`src/rtl/fc_output_quant.sv`:
```
// Output stage of the fully-connected accumulator: optional ReLU, rounding right shift
// and saturation of sign-magnitude sums, then a small FIFO behind valid/ready handshakes.
module fc_output_quant #(
    parameter int DATA_WIDTH = 16,
    parameter int FRAC_SHIFT = 8,
    parameter int FIFO_DEPTH = 4,
    parameter bit RELU_EN    = 1'b1
) (
    input  logic                    clk,
    input  logic                    rst,
    input  logic                    in_valid,
    output logic                    in_ready,
    input  logic [2*DATA_WIDTH-1:0] in_data,
    output logic                    out_valid,
    input  logic                    out_ready,
    output logic [DATA_WIDTH-1:0]   out_data,
    output logic [15:0]             sat_count
);
    localparam int IW = 2 * DATA_WIDTH;
    localparam int MW = IW - 1;
    localparam int PW = (FIFO_DEPTH > 1) ? $clog2(FIFO_DEPTH) : 1;
    localparam int CW = $clog2(FIFO_DEPTH + 1);
    localparam logic [MW:0] HALF    = {{MW{1'b0}}, 1'b1} << (FRAC_SHIFT - 1);
    localparam logic [MW:0] MAX_MAG = {{(MW + 2 - DATA_WIDTH){1'b0}}, {(DATA_WIDTH - 1){1'b1}}};

    logic [IW-1:0]         s1_data;
    logic                  s1_valid;
    logic [DATA_WIDTH-1:0] mem [FIFO_DEPTH];
    logic [PW-1:0]         wr_ptr;
    logic [PW-1:0]         rd_ptr;
    logic [CW-1:0]         count;
    logic                  relu_zero;
    logic                  sat;
    logic                  res_sign;
    logic [MW:0]           rounded;
    logic [DATA_WIDTH-2:0] res_mag;
    logic                  accept;
    logic                  push;
    logic                  pop;

    // Magnitude path is one bit wider than the magnitude so the rounding add cannot wrap.
    always_comb begin
        relu_zero = RELU_EN && s1_data[IW-1];
        rounded   = ({1'b0, s1_data[MW-1:0]} + HALF) >> FRAC_SHIFT;
        sat       = !relu_zero && (rounded > MAX_MAG);
        if (relu_zero) begin
            res_mag = '0;
        end else if (sat) begin
            res_mag = '1;
        end else begin
            res_mag = rounded[DATA_WIDTH-2:0];
        end
        res_sign = s1_data[IW-1] && (res_mag != '0);
    end

    // in_ready counts the stage-1 result as occupied, so a pop never feeds back into it.
    assign in_ready  = ({1'b0, count} + (CW + 1)'(s1_valid)) < (CW + 1)'(FIFO_DEPTH);
    assign out_valid = (count != '0);
    assign out_data  = mem[rd_ptr];
    assign accept    = in_valid && in_ready;
    assign push      = s1_valid;
    assign pop       = out_valid && out_ready;

    always_ff @(posedge clk) begin
        if (rst) begin
            s1_valid  <= 1'b0;
            wr_ptr    <= '0;
            rd_ptr    <= '0;
            count     <= '0;
            sat_count <= '0;
        end else begin
            s1_valid <= accept;
            if (push) begin
                wr_ptr <= wr_ptr + PW'(1);
            end
            if (pop) begin
                rd_ptr <= rd_ptr + PW'(1);
            end
            if (push && !pop) begin
                count <= count + CW'(1);
            end else if (pop && !push) begin
                count <= count - CW'(1);
            end
            if (push && sat && (sat_count != 16'hFFFF)) begin
                sat_count <= sat_count + 16'd1;
            end
        end
    end

    always_ff @(posedge clk) begin
        if (accept) begin
            s1_data <= in_data;
        end
        if (push) begin
            mem[wr_ptr] <= {res_sign, res_mag};
        end
    end

endmodule

```
`config.mk`:
```
export PLATFORM = sky130hd
export DESIGN_NAME = fc_output_quant
export DESIGN_NICKNAME = d
export VERILOG_FILES = /design/src/rtl/fc_output_quant.sv
export SDC_FILE = /design/constraint.sdc
export NUM_CORES = 1
export LEC_CHECK = 0
export BUFFER_PORTS_ARGS = -buffer_cell sky130_fd_sc_hd__buf_2
export CORE_MARGIN = 2
export CORE_UTILIZATION = 30
export CTS_CLUSTER_SIZE = 40
export DETAILED_ROUTE_END_ITERATION = 10
export PLACE_DENSITY = 0.5
export SLEW_MARGIN = 25
export SYNTH_ARGS = -nofsm -noshare
export SYNTH_HDL_FRONTEND = slang
export SYNTH_SLANG_ARGS = --single-unit
```
`constraint.sdc`:
```
create_clock -name clk -period 3 [get_ports clk]
set_input_delay 0.3 -clock clk [delete_from_list [all_inputs] [get_ports clk]]
set_output_delay 0.3 -clock clk [all_outputs]
set_load 0.02 [all_outputs]
```
== Word level (Yosys, flattened, before mapping) ==
Memory sizes are Yosys's and may differ from the RTL's. A register that Yosys moved wholly into a read port is not among the register bits.
Index checks and enable logic that the tools add are counted.
Storage, ports and cells
  flip-flop bits (word level): 56
  bits in latches: 0
  memory bits (writable): 64
  bits in read-only memories: 0
  memories: 1
Operators by class
  add/sub/neg operators: 7
  multiply operators: 0
  div/mod/pow operators: 0
  order comparisons: 2
  equality and inequality tests: 1
  shifts and indexed selects: 0
  muxes and demuxes: 8
  bitwise logic cells: 0
  reductions and logical operators: 14
Memories
  mem: depth 4, width 16, read ports 1, clocked after Yosys merged registers in 1, write ports 1, line 28  | logic [DATA_WIDTH-1:0] mem [FIFO_DEPTH];
Operators with widths (count)
  31-bit by 8-bit adder with 32-bit output (second input constant): 1
  15-bit 2-to-1 mux: 2
  24-bit by 15-bit > comparator with 1-bit output (second input constant): 1
  16-bit by 1-bit adder with 16-bit output (second input constant): 1
  16-bit inequality test (second input constant): 1
  15-bit nonzero test: 1
  1-bit logical AND: 8
  3-bit 2-to-1 mux: 2
  2-bit by 1-bit adder with 2-bit output (second input constant): 2
  3-bit by 1-bit adder with 4-bit output: 1
  4-bit by 3-bit < comparator with 1-bit output (second input constant): 1
  2-bit 2-to-1 mux: 2
  3-bit by 1-bit adder with 3-bit output (second input constant): 1
  1-bit logical NOT: 3
  3-bit nonzero test: 1
  3-bit by 1-bit subtractor with 3-bit output (second input constant): 1
  1-bit 2-to-1 mux: 2
  2-bit nonzero test: 1

== Depth between registers and ports, before layout ==
Gate-level depths: netlist (run 1).
  depth in word-level cells: 7
  depth in mapped cells: 10
  gate-level depth less buffers: 9

== Worst setup path after synthesis (run 1) ==
OpenSTA, ideal clock, no wires.
  kind: reg-to-reg
  start point: register s1_data[7]
  end point: memory mem[0][10] (data pin)
  setup time: 280 ps
  data arrival time: 2333 ps
  required time: 2720 ps
  setup slack: 387 ps
  stages on the path, launching flop included: 11
  period minus slack after synthesis: 2613 ps
  cell sequence: edfxtp_1 -> ha_1 -> and4_1 -> nand3_1 -> nor3_1 -> nor4bb_1 -> o2bb2ai_4 -> nor2_4 -> buf_6 -> buf_2 -> a21oi_1
Between the ends
  longest elaborated chain between the ends: 5
RTL lines
  from (decl): line 26  | logic [IW-1:0] s1_data;
  from (signal assigned): line 92  | s1_data <= in_data;
  31-bit by 8-bit adder with 32-bit output *: line 44  | rounded = ({1'b0, s1_data[MW-1:0]} + HALF) >> FRAC_SHIFT;
  24-bit by 15-bit > comparator with 1-bit output: line 45  | sat = !relu_zero && (rounded > MAX_MAG);
  1-bit logical AND: line 45
  15-bit 2-to-1 mux *: line 48  | end else if (sat) begin
  15-bit 2-to-1 mux *: line 46  | if (relu_zero) begin
  named net res_mag[10]: line 36  | logic [DATA_WIDTH-2:0] res_mag;
  to (decl): line 28
The timed path passes the listed nets; every way through them passes the cells marked *.

== Worst setup path after layout (run 1) ==
  start point: register s1_data[8]
  end point: memory mem[0][12] (data pin)
Same word-level chain as after synthesis.

==> results of run 1 <==
## report_power, final
part / switching [mW] / internal (mW)
Clock: 0.768 / 1.07
Combinational: 0.462 / 0.346
Sequential: 0.113 / 1.88
## state kept, by name, indices dropped and copies added, names as in the netlist, named ones only
signal	cells
sat_count	16
mem	64
push	1
count	3
wr_ptr	2
rd_ptr	2
s1_data	25
## layer usage
layer,vias up,track usage [%]
li1,1475,-
met1,1446,15.40
met2,69,19.52
met3,10,4.559
met4,0,4.480
met5,-,0
## cell type report
cell class                 instances  area [µm²]  area share [%]
clock inverter                    15       122.6           2.002
tap                              220       275.3           4.493
clock buffer                      17       425.4           6.944
timing repair buffer              66       340.3           5.556
sequential                       115        3193           52.12
inverter                           4       15.01          0.2451
multi-input combinational        216        1754           28.64
## path summary, 6_finish.rpt
kind / startpoint / slack (ns) / cells after the start / to
worst max register to register: s1_data[8]$_DFFE_PP_ / 0.17 / 9 / mem[0][12]$_DFFE_PP_
worst min-delay path: in_data[29] / 0.06 / 1 / s1_data[29]$_DFFE_PP_
worst min register to register: sat_count[5]$_SDFFE_PP0P_ / 0.50 / 2 / sat_count[5]$_SDFFE_PP0P_
worst max-delay path: s1_data[8]$_DFFE_PP_ / 0.17 / 9 / mem[0][12]$_DFFE_PP_
## cells in the mapped netlist (all sizes together)
library cell,n
o31ai,2
or4b,2
o41ai,2
ha,7
mux2i,4
o2bb2ai,1
inv,4
edfxtp,89
nor3,3
and3,8
nor2b,8
fa,1
clkbuf,7
a31oi,2
o22ai,1
mux4,16
nor4,3
buf,5
a21oi,23
o21ai,9
and2,6
nor2,28
conb,1
or2,3
and4,2
mux2,6
nand2,15
o21a,2
nand3,14
or3,9
xnor2,9
nor3b,2
dfxtp,26
o211ai,2
o2111ai,1
a21o,1
xor2,10
nand4,7
or4,2
nor4bb,1
## cell families after synthesis
kind of cell	after synthesis	share of synthesized area, %
mux	26	9.451
other cells	1	0.07513
xor+xnor	19	3.334
simple gates	113	12.99
fa+ha+maj	8	2.156
flops	115	63.98
compound gates	46	6.618
buf+inv	16	1.404
## repair_timing
action	4_1_cts	5_1_grt
hold buffers	0	0
setup endpoints to repair	0	56
resized for setup	0	2
==> impl_metrics.env, run 1 <==
export IMPL_yosysTopAreaCell="edfxtp_1"
export IMPL_antenna_found_initial=0
export IMPL_p_leak_nw=2.138
export IMPL_grt_pass1_vias=3172
export IMPL_grt_overflow=0
export IMPL_crit_buf_inv=1
export IMPL_maxSlewHeadroom_pct=38.97
export IMPL_synthDistinctLibCells=52
export IMPL_num_vias=3000
export IMPL_hold_path_class="in2reg"
export IMPL_synth_top_cells_by_area="edfxtp_1 54%, dfxtp_1 10%, mux4_2 7.2%"
export IMPL_post_cts_setup_buffers=0
export IMPL_fin_crit_ns=2.828
export IMPL_finalSetupViolCount=0
export IMPL_gp_congestion=0.7382
export IMPL_dpl_cell_area_um2=5563
export IMPL_dieHeight_um=133.0
export IMPL_grt_usage_pct=12.29
export IMPL_status="finished clean"
export IMPL_syn_area_per_cell_um2=14.51
export IMPL_core_area_um2=16410
export IMPL_layout_setup_ws_ns=0.1721
export IMPL_postRouteWirelength_um=10080
export IMPL_p_total_mw=4.644
export IMPL_critPathLaunchType="register"
export IMPL_worst_ep_arrival_time_ns=2.93
export IMPL_fin_area_um2=6126
export IMPL_drc=0
export IMPL_fin_setup_tns_ns=0
export IMPL_io_buffers=62
export IMPL_numCtsBuffers=17
export IMPL_diodes=0
export IMPL_fin_nets=464
export IMPL_fillers=1611
export IMPL_met3_length_um=437
export IMPL_cp_top_family="simple AND/OR/NAND/NOR gates"
export IMPL_cp_cell_sequence="ha_1 > and4_1 > and3_1 > and3_1 > or3_1 > o2bb2ai_4 > nor2_4 > buf_4 > a21oi_1"
export IMPL_netlist_area_leader_share_pct=53.55
export IMPL_grt_first_pass_wirelength_um=16420
export IMPL_seq_area_frac_synth_pct=63.98
export IMPL_hold_viol=0
export IMPL_path_max_fanout=15
export IMPL_cts_root_buf="clkbuf_16"
export IMPL_tightest_slew_ns=0.9155
export IMPL_crit_path_max_incr_delay_ns=0.44
export IMPL_stdcell_count=653
export IMPL_syn_inst=344
export IMPL_grt_max_degree=31
export IMPL_drive_gt1_share_pct=29.56
export IMPL_antenna_left=0
export IMPL_areaGrowthSynthToFinish_pct=22.74
export IMPL_row_count=47
export IMPL_synth_area_um2=4991
export IMPL_post_route_period_util_pct=94.26
export IMPL_final_common_cell="edfxtp_1"
export IMPL_clkLatencyLatePin_ns=0.42
export IMPL_cts_tree="yes"
export IMPL_crit_path_end_kind="register"
export IMPL_rsz0062_at_grt="false"
export IMPL_postLayoutCoreUtil_pct=37.34
export IMPL_htree_levels=4
export IMPL_worst_hold_slack_ns=0.06056
export IMPL_die_x_um=133.0
export IMPL_vdd_drop_max_mv=0.2877
export IMPL_m1WireLength_um=4614
export IMPL_top_layer_used="met4"
export IMPL_first_pass_iters=4
export IMPL_cts_sinks=115
export IMPL_cp_slowest_cell="edfxtp_1"
export IMPL_crit_type="reg2reg"
export IMPL_drt_iter0_drc=155
export IMPL_synth_warnings=0
export IMPL_max_cap_viol_count=0
export IMPL_dp_cells=621
export IMPL_vias_per_cell=4.594
export IMPL_dieArea_um2=17690
export IMPL_power_density_nw_per_um2=758.2
export IMPL_timing_fmax_mhz=353.6
export IMPL_clkTransAtPathRegs_ns=0.06
export IMPL_route_detailed_wl_per_inst_um=15.43
export IMPL_required_ns=3.11
export IMPL_cpMostUsedCell="and3_1"
export IMPL_mostFrequentLayoutCells="89 x edfxtp_1, 62 x buf_2, 27 x nor2_1"
export IMPL_floorplan_initialDensity_pct=30.42
export IMPL_dp_slack_ns=0.09939
export IMPL_pin_count=70
export IMPL_ys_seq_elements=115
export IMPL_drv_slew=0
export IMPL_clk_path_buf_depth=2
export IMPL_dr_wl_met2_um=4915
export IMPL_skew_ns=0.008149
export IMPL_hpwl_um=6754
No activity file was read; power rests on OpenSTA's default activity.
==> inputs of run 2 (changes only) <==
--- a/config.mk
+++ b/config.mk
@@ -8,6 +8,7 @@
 export BUFFER_PORTS_ARGS = -buffer_cell sky130_fd_sc_hd__buf_2
 export CORE_MARGIN = 2
 export CORE_UTILIZATION = 30
+export CTS_BUF_LIST = sky130_fd_sc_hd__clkbuf_2
 export CTS_CLUSTER_SIZE = 40
 export DETAILED_ROUTE_END_ITERATION = 10
 export PLACE_DENSITY = 0.5
==> impl_metrics.env, run 2 (synthesis gave the netlist of run 1 again) <==
export IMPL_status="finished clean"
export IMPL_maxSlewHeadroom_pct=39.48
export IMPL_p_leak_nw=2.108
export IMPL_postRouteWirelength_um=10090
export IMPL_cts_tree="yes"
export IMPL_hpwl_um=6754
export IMPL_diodes=0
export IMPL_drt_iter0_drc=157
export IMPL_path_max_fanout=15
export IMPL_drive_gt1_share_pct=27.89
export IMPL_die_x_um=133.0
export IMPL_fin_crit_ns=2.850
export IMPL_vdd_drop_max_mv=0.2039
export IMPL_timing_fmax_mhz=350.9
export IMPL_clkTransAtPathRegs_ns=0.19
export IMPL_fin_nets=490
export IMPL_final_common_cell="edfxtp_1"
export IMPL_fin_area_um2=6046
export IMPL_tightest_slew_ns=0.9078
export IMPL_antenna_left=0
export IMPL_floorplan_initialDensity_pct=30.42
export IMPL_clk_path_buf_depth=2
export IMPL_power_density_nw_per_um2=615.5
export IMPL_dpl_cell_area_um2=5563
export IMPL_gp_congestion=0.7382
export IMPL_areaGrowthSynthToFinish_pct=21.13
export IMPL_largest_reg_flops=64
export IMPL_finalSetupViolCount=0
export IMPL_top_regs="mem (64), s1_data (25), sat_count (16)"
export IMPL_dieArea_um2=17690
export IMPL_layout_setup_ws_ns=0.1504
export IMPL_setup_worst_path_start="s1_data[8]$_DFFE_PP_"
export IMPL_stdcell_count=679
export IMPL_p_total_mw=3.721
export IMPL_num_vias=3080
export IMPL_io_buffers=62
export IMPL_clkLatencyLatePin_ns=0.69
export IMPL_grt_overflow=0
export IMPL_rsz0062_at_grt="false"
export IMPL_r2r_start="s1_data[8]$_DFFE_PP_"
export IMPL_skew_ns=0.03639
export IMPL_vias_per_cell=4.536
export IMPL_grt_max_degree=31
export IMPL_route_detailed_wl_per_inst_um=14.86
export IMPL_post_route_period_util_pct=94.99
export IMPL_hold_path_class="in2reg"
export IMPL_core_area_um2=16410
export IMPL_max_cap_viol_count=0
export IMPL_dp_cells=621
export IMPL_cts_root_buf="clkbuf_2"
export IMPL_worstHoldStart="rst"
export IMPL_drv_slew=0
export IMPL_grt_pass1_vias=3232
export IMPL_postLayoutCoreUtil_pct=36.85
export IMPL_fin_setup_tns_ns=0
export IMPL_worst_ep_arrival_time_ns=3.25
export IMPL_drc=0
export IMPL_first_pass_iters=4
export IMPL_cts_sinks=115
export IMPL_htree_levels=4
export IMPL_crit_path_end_kind="register"
export IMPL_antenna_found_initial=0
export IMPL_row_count=47
export IMPL_r2r_cells=9
export IMPL_worst_hold_slack_ns=0.07910
export IMPL_pin_count=70
export IMPL_numCtsBuffers=17
export IMPL_crit_type="reg2reg"
export IMPL_required_ns=3.40
export IMPL_hold_viol=0
export IMPL_dieHeight_um=133.0
export IMPL_dp_slack_ns=0.09939
export IMPL_grt_usage_pct=12.32
export IMPL_hold_depth=2
export IMPL_mostFrequentLayoutCells="89 x edfxtp_1, 62 x buf_2, 27 x nor2_1"
export IMPL_grt_first_pass_wirelength_um=16570
export IMPL_top_register="mem"
export IMPL_critPathLaunchType="register"
export IMPL_post_cts_setup_buffers=0
-- run 2: cell types whose count changed in the layout (fill, tap and decap cells not counted) --
| cell | change |
|---|---|
| clkbuf_16 | -17 |
| dlygate4sd3_1 | +26 |
| clkbuf_2 | +17 |
-- run 2: power breakdown --
| part | internal [mW] | switching, mW |
|---|---|---|
| combinational | 0.368 | 0.464 |
| clock | 0.237 | 0.661 |
| sequential | 1.88 | 0.112 |
-- run 2: path summary, 6_finish.rpt --
| path | end | slack (ns) |
|---|---|---|
| setup / recovery | mem[3][12]$_DFFE_PP_ | 0.15 |
| hold / removal | sat_count[1]$_SDFFE_PP0P_ | 0.08 |
| setup reg to reg | mem[3][12]$_DFFE_PP_ | 0.15 |
| hold reg to reg | sat_count[5]$_SDFFE_PP0P_ | 0.52 |
-- run 2: area by class of cell --
class,count,area [µm²]
Clock buffer,17,85.08
Clock inverter,15,122.6
Sequential cell,115,3193
Timing Repair Buffer,92,600.6
Inverter,4,15.01
Tap cell,220,275.3
Multi-Input combinational cell,216,1754
Fill cell,1636,10360
-- run 2: critical path, stage by stage (launching register included) --
cell,delay [ns]
edfxtp_1,0.48
ha_1,0.25
and4_1,0.25
and3_1,0.22
and3_1,0.20
or3_1,0.35
o2bb2ai_4,0.20
nor2_4,0.19
buf_4,0.27
a21oi_1,0.16
-- run 2: repair_timing --
action                                  4_1_cts  5_1_grt
endpoints found under the setup margin        0       57
gates resized for setup                       0        2
endpoints found under the hold margin        29        0
hold buffers                                 26        0
-- run 2: routing by layer --
metal / global-route usage (%) / vias to the layer above / wire length [µm]
met2: 19.72 / 72 / 4846
li1: - / 1520 / -
met5: 0 / - / 0
met4: 4.659 / 0 / 129
met1: 15.58 / 1476 / 4662
met3: 4.023 / 12 / 449
==> inputs of run 3 (changes only) <==
--- a/config.mk
+++ b/config.mk
@@ -12,6 +12,7 @@
 export CTS_CLUSTER_SIZE = 40
 export DETAILED_ROUTE_END_ITERATION = 10
 export PLACE_DENSITY = 0.5
+export RECOVER_POWER = 25
 export SLEW_MARGIN = 25
 export SYNTH_ARGS = -nofsm -noshare
 export SYNTH_HDL_FRONTEND = slang
==> impl_metrics.env, run 3 (synthesis gave the netlist of run 1 again) <==
export IMPL_status="finished clean"
export IMPL_top_register="mem"
export IMPL_cts_tree="yes"
export IMPL_grt_overflow=0
export IMPL_timing_fmax_mhz=351.1
export IMPL_tightest_slew_ns=1.398
export IMPL_grt_pass1_vias=3232
export IMPL_cts_root_buf="clkbuf_2"
export IMPL_required_ns=3.40
export IMPL_max_cap_viol_count=0
export IMPL_clkTransAtPathRegs_ns=0.19
export IMPL_final_common_cell="edfxtp_1"
export IMPL_dp_cells=621
export IMPL_gp_congestion=0.7382
export IMPL_antenna_found_initial=0
export IMPL_drt_iter0_drc=163
export IMPL_p_leak_nw=2.087
export IMPL_io_buffers=62
export IMPL_postRouteWirelength_um=10110
export IMPL_pin_count=70
export IMPL_finalSetupViolCount=0
export IMPL_maxSlewHeadroom_pct=6.800
export IMPL_drc=0
export IMPL_worst_ep_arrival_time_ns=3.25
export IMPL_path_max_fanout=15
export IMPL_hpwl_um=6754
export IMPL_fin_area_um2=6035
export IMPL_fin_crit_ns=2.849
export IMPL_core_area_um2=16410
export IMPL_hold_path_class="in2reg"
export IMPL_antenna_left=0
export IMPL_top_regs="mem (64), s1_data (25), sat_count (16)"
export IMPL_post_cts_setup_buffers=0
export IMPL_fin_nets=490
export IMPL_numCtsBuffers=17
export IMPL_postLayoutCoreUtil_pct=36.78
export IMPL_vdd_drop_max_mv=0.2039
export IMPL_drive_gt1_share_pct=26.36
export IMPL_floorplan_initialDensity_pct=30.42
export IMPL_fin_setup_tns_ns=0
export IMPL_grt_usage_pct=12.32
export IMPL_row_count=47
export IMPL_grt_max_degree=31
export IMPL_rsz0062_at_grt="false"
export IMPL_post_route_period_util_pct=94.95
export IMPL_critPathLaunchType="register"
export IMPL_skew_ns=0.03258
export IMPL_num_vias=3085
export IMPL_clk_path_buf_depth=2
export IMPL_areaGrowthSynthToFinish_pct=20.91
export IMPL_drv_slew=0
export IMPL_diodes=0
export IMPL_crit_path_end_kind="register"
export IMPL_first_pass_iters=4
export IMPL_dpl_cell_area_um2=5563
export IMPL_mostFrequentLayoutCells="89 x edfxtp_1, 56 x buf_2, 27 x nor2_1"
export IMPL_clkLatencyLatePin_ns=0.69
export IMPL_htree_levels=4
export IMPL_dieArea_um2=17690
export IMPL_die_x_um=133.0
export IMPL_largest_reg_flops=64
export IMPL_dieHeight_um=133.0
export IMPL_vias_per_cell=4.543
export IMPL_grt_first_pass_wirelength_um=16570
export IMPL_hold_viol=0
export IMPL_cts_sinks=115
export IMPL_power_density_nw_per_um2=616.4
export IMPL_route_detailed_wl_per_inst_um=14.88
export IMPL_crit_type="reg2reg"
export IMPL_stdcell_count=679
==> run 3: cell types whose count changed in the layout (fill, tap and decap cells not counted), sizes merged <==
cell    previous run  this run
clkbuf            17        24
buf               66        59
==> run 3: routing by layer <==
layer,vias to the layer above,global-route usage [%],wire length (µm)
met1,1474,15.58,4602
met2,81,19.72,4886
li1,1518,-,-
met5,-,0,0
met4,0,4.659,129
met3,12,4.023,487
==> run 3: what timing repair did <==
item,in CTS,in global routing
hold buffers,26,0
setup endpoints to repair,0,57
gates resized for setup,0,2
hold endpoints to repair,29,0
==> run 3: path summary, 6_finish.rpt <==
path,slack (ns),startpoint,depth (start not counted),end
hold reg to reg,0.52,sat_count[5]$_SDFFE_PP0P_,2,sat_count[5]$_SDFFE_PP0P_
hold / removal,0.08,rst,2,sat_count[1]$_SDFFE_PP0P_
setup / recovery,0.15,s1_data[8]$_DFFE_PP_,9,mem[3][12]$_DFFE_PP_
setup reg to reg,0.15,s1_data[8]$_DFFE_PP_,9,mem[3][12]$_DFFE_PP_
==> run 3: through the flow <==
| stage | worst slack, ns | total power [mW] | hold WS (ns) |
|---|---|---|---|
| after floorplan | 0.3869 | 2.588 | 0.3989 |
| after CTS | 0.03806 | 3.794 | 0.01877 |
| after detailed placement | 0.09939 | 2.854 | 0.4781 |
| after global routing | 0.001464 | 3.946 | 0.01153 |
| final | 0.1515 | 3.719 | 0.08009 |
| after global placement | 0.1884 | 2.840 | 0.4774 |
==> run 3: area by class of cell <==
cell class	count	area [µm²]
repair buffers	92	589.3
inverters	4	15.01
multi-input cells	216	1754
flip-flops and latches	115	3193
clock inverters	15	122.6
fillers	1639	10370
clock buffers	17	85.08
well taps	220	275.3
==> run 3: worst max-delay path, stage by stage, from the launching register on <==
cell and delay, ns:
edfxtp_1 0.48, ha_1 0.25, and4_1 0.25, and3_1 0.22, and3_1 0.20, or3_1 0.35
o2bb2ai_4 0.20, nor2_4 0.19, buf_4 0.27, a21oi_1 0.16
==> run 3: power by group <==
part	internal, mW	switching, mW
logic	0.364	0.465
clock network	0.237	0.660
registers	1.88	0.113
total	2.48	1.24
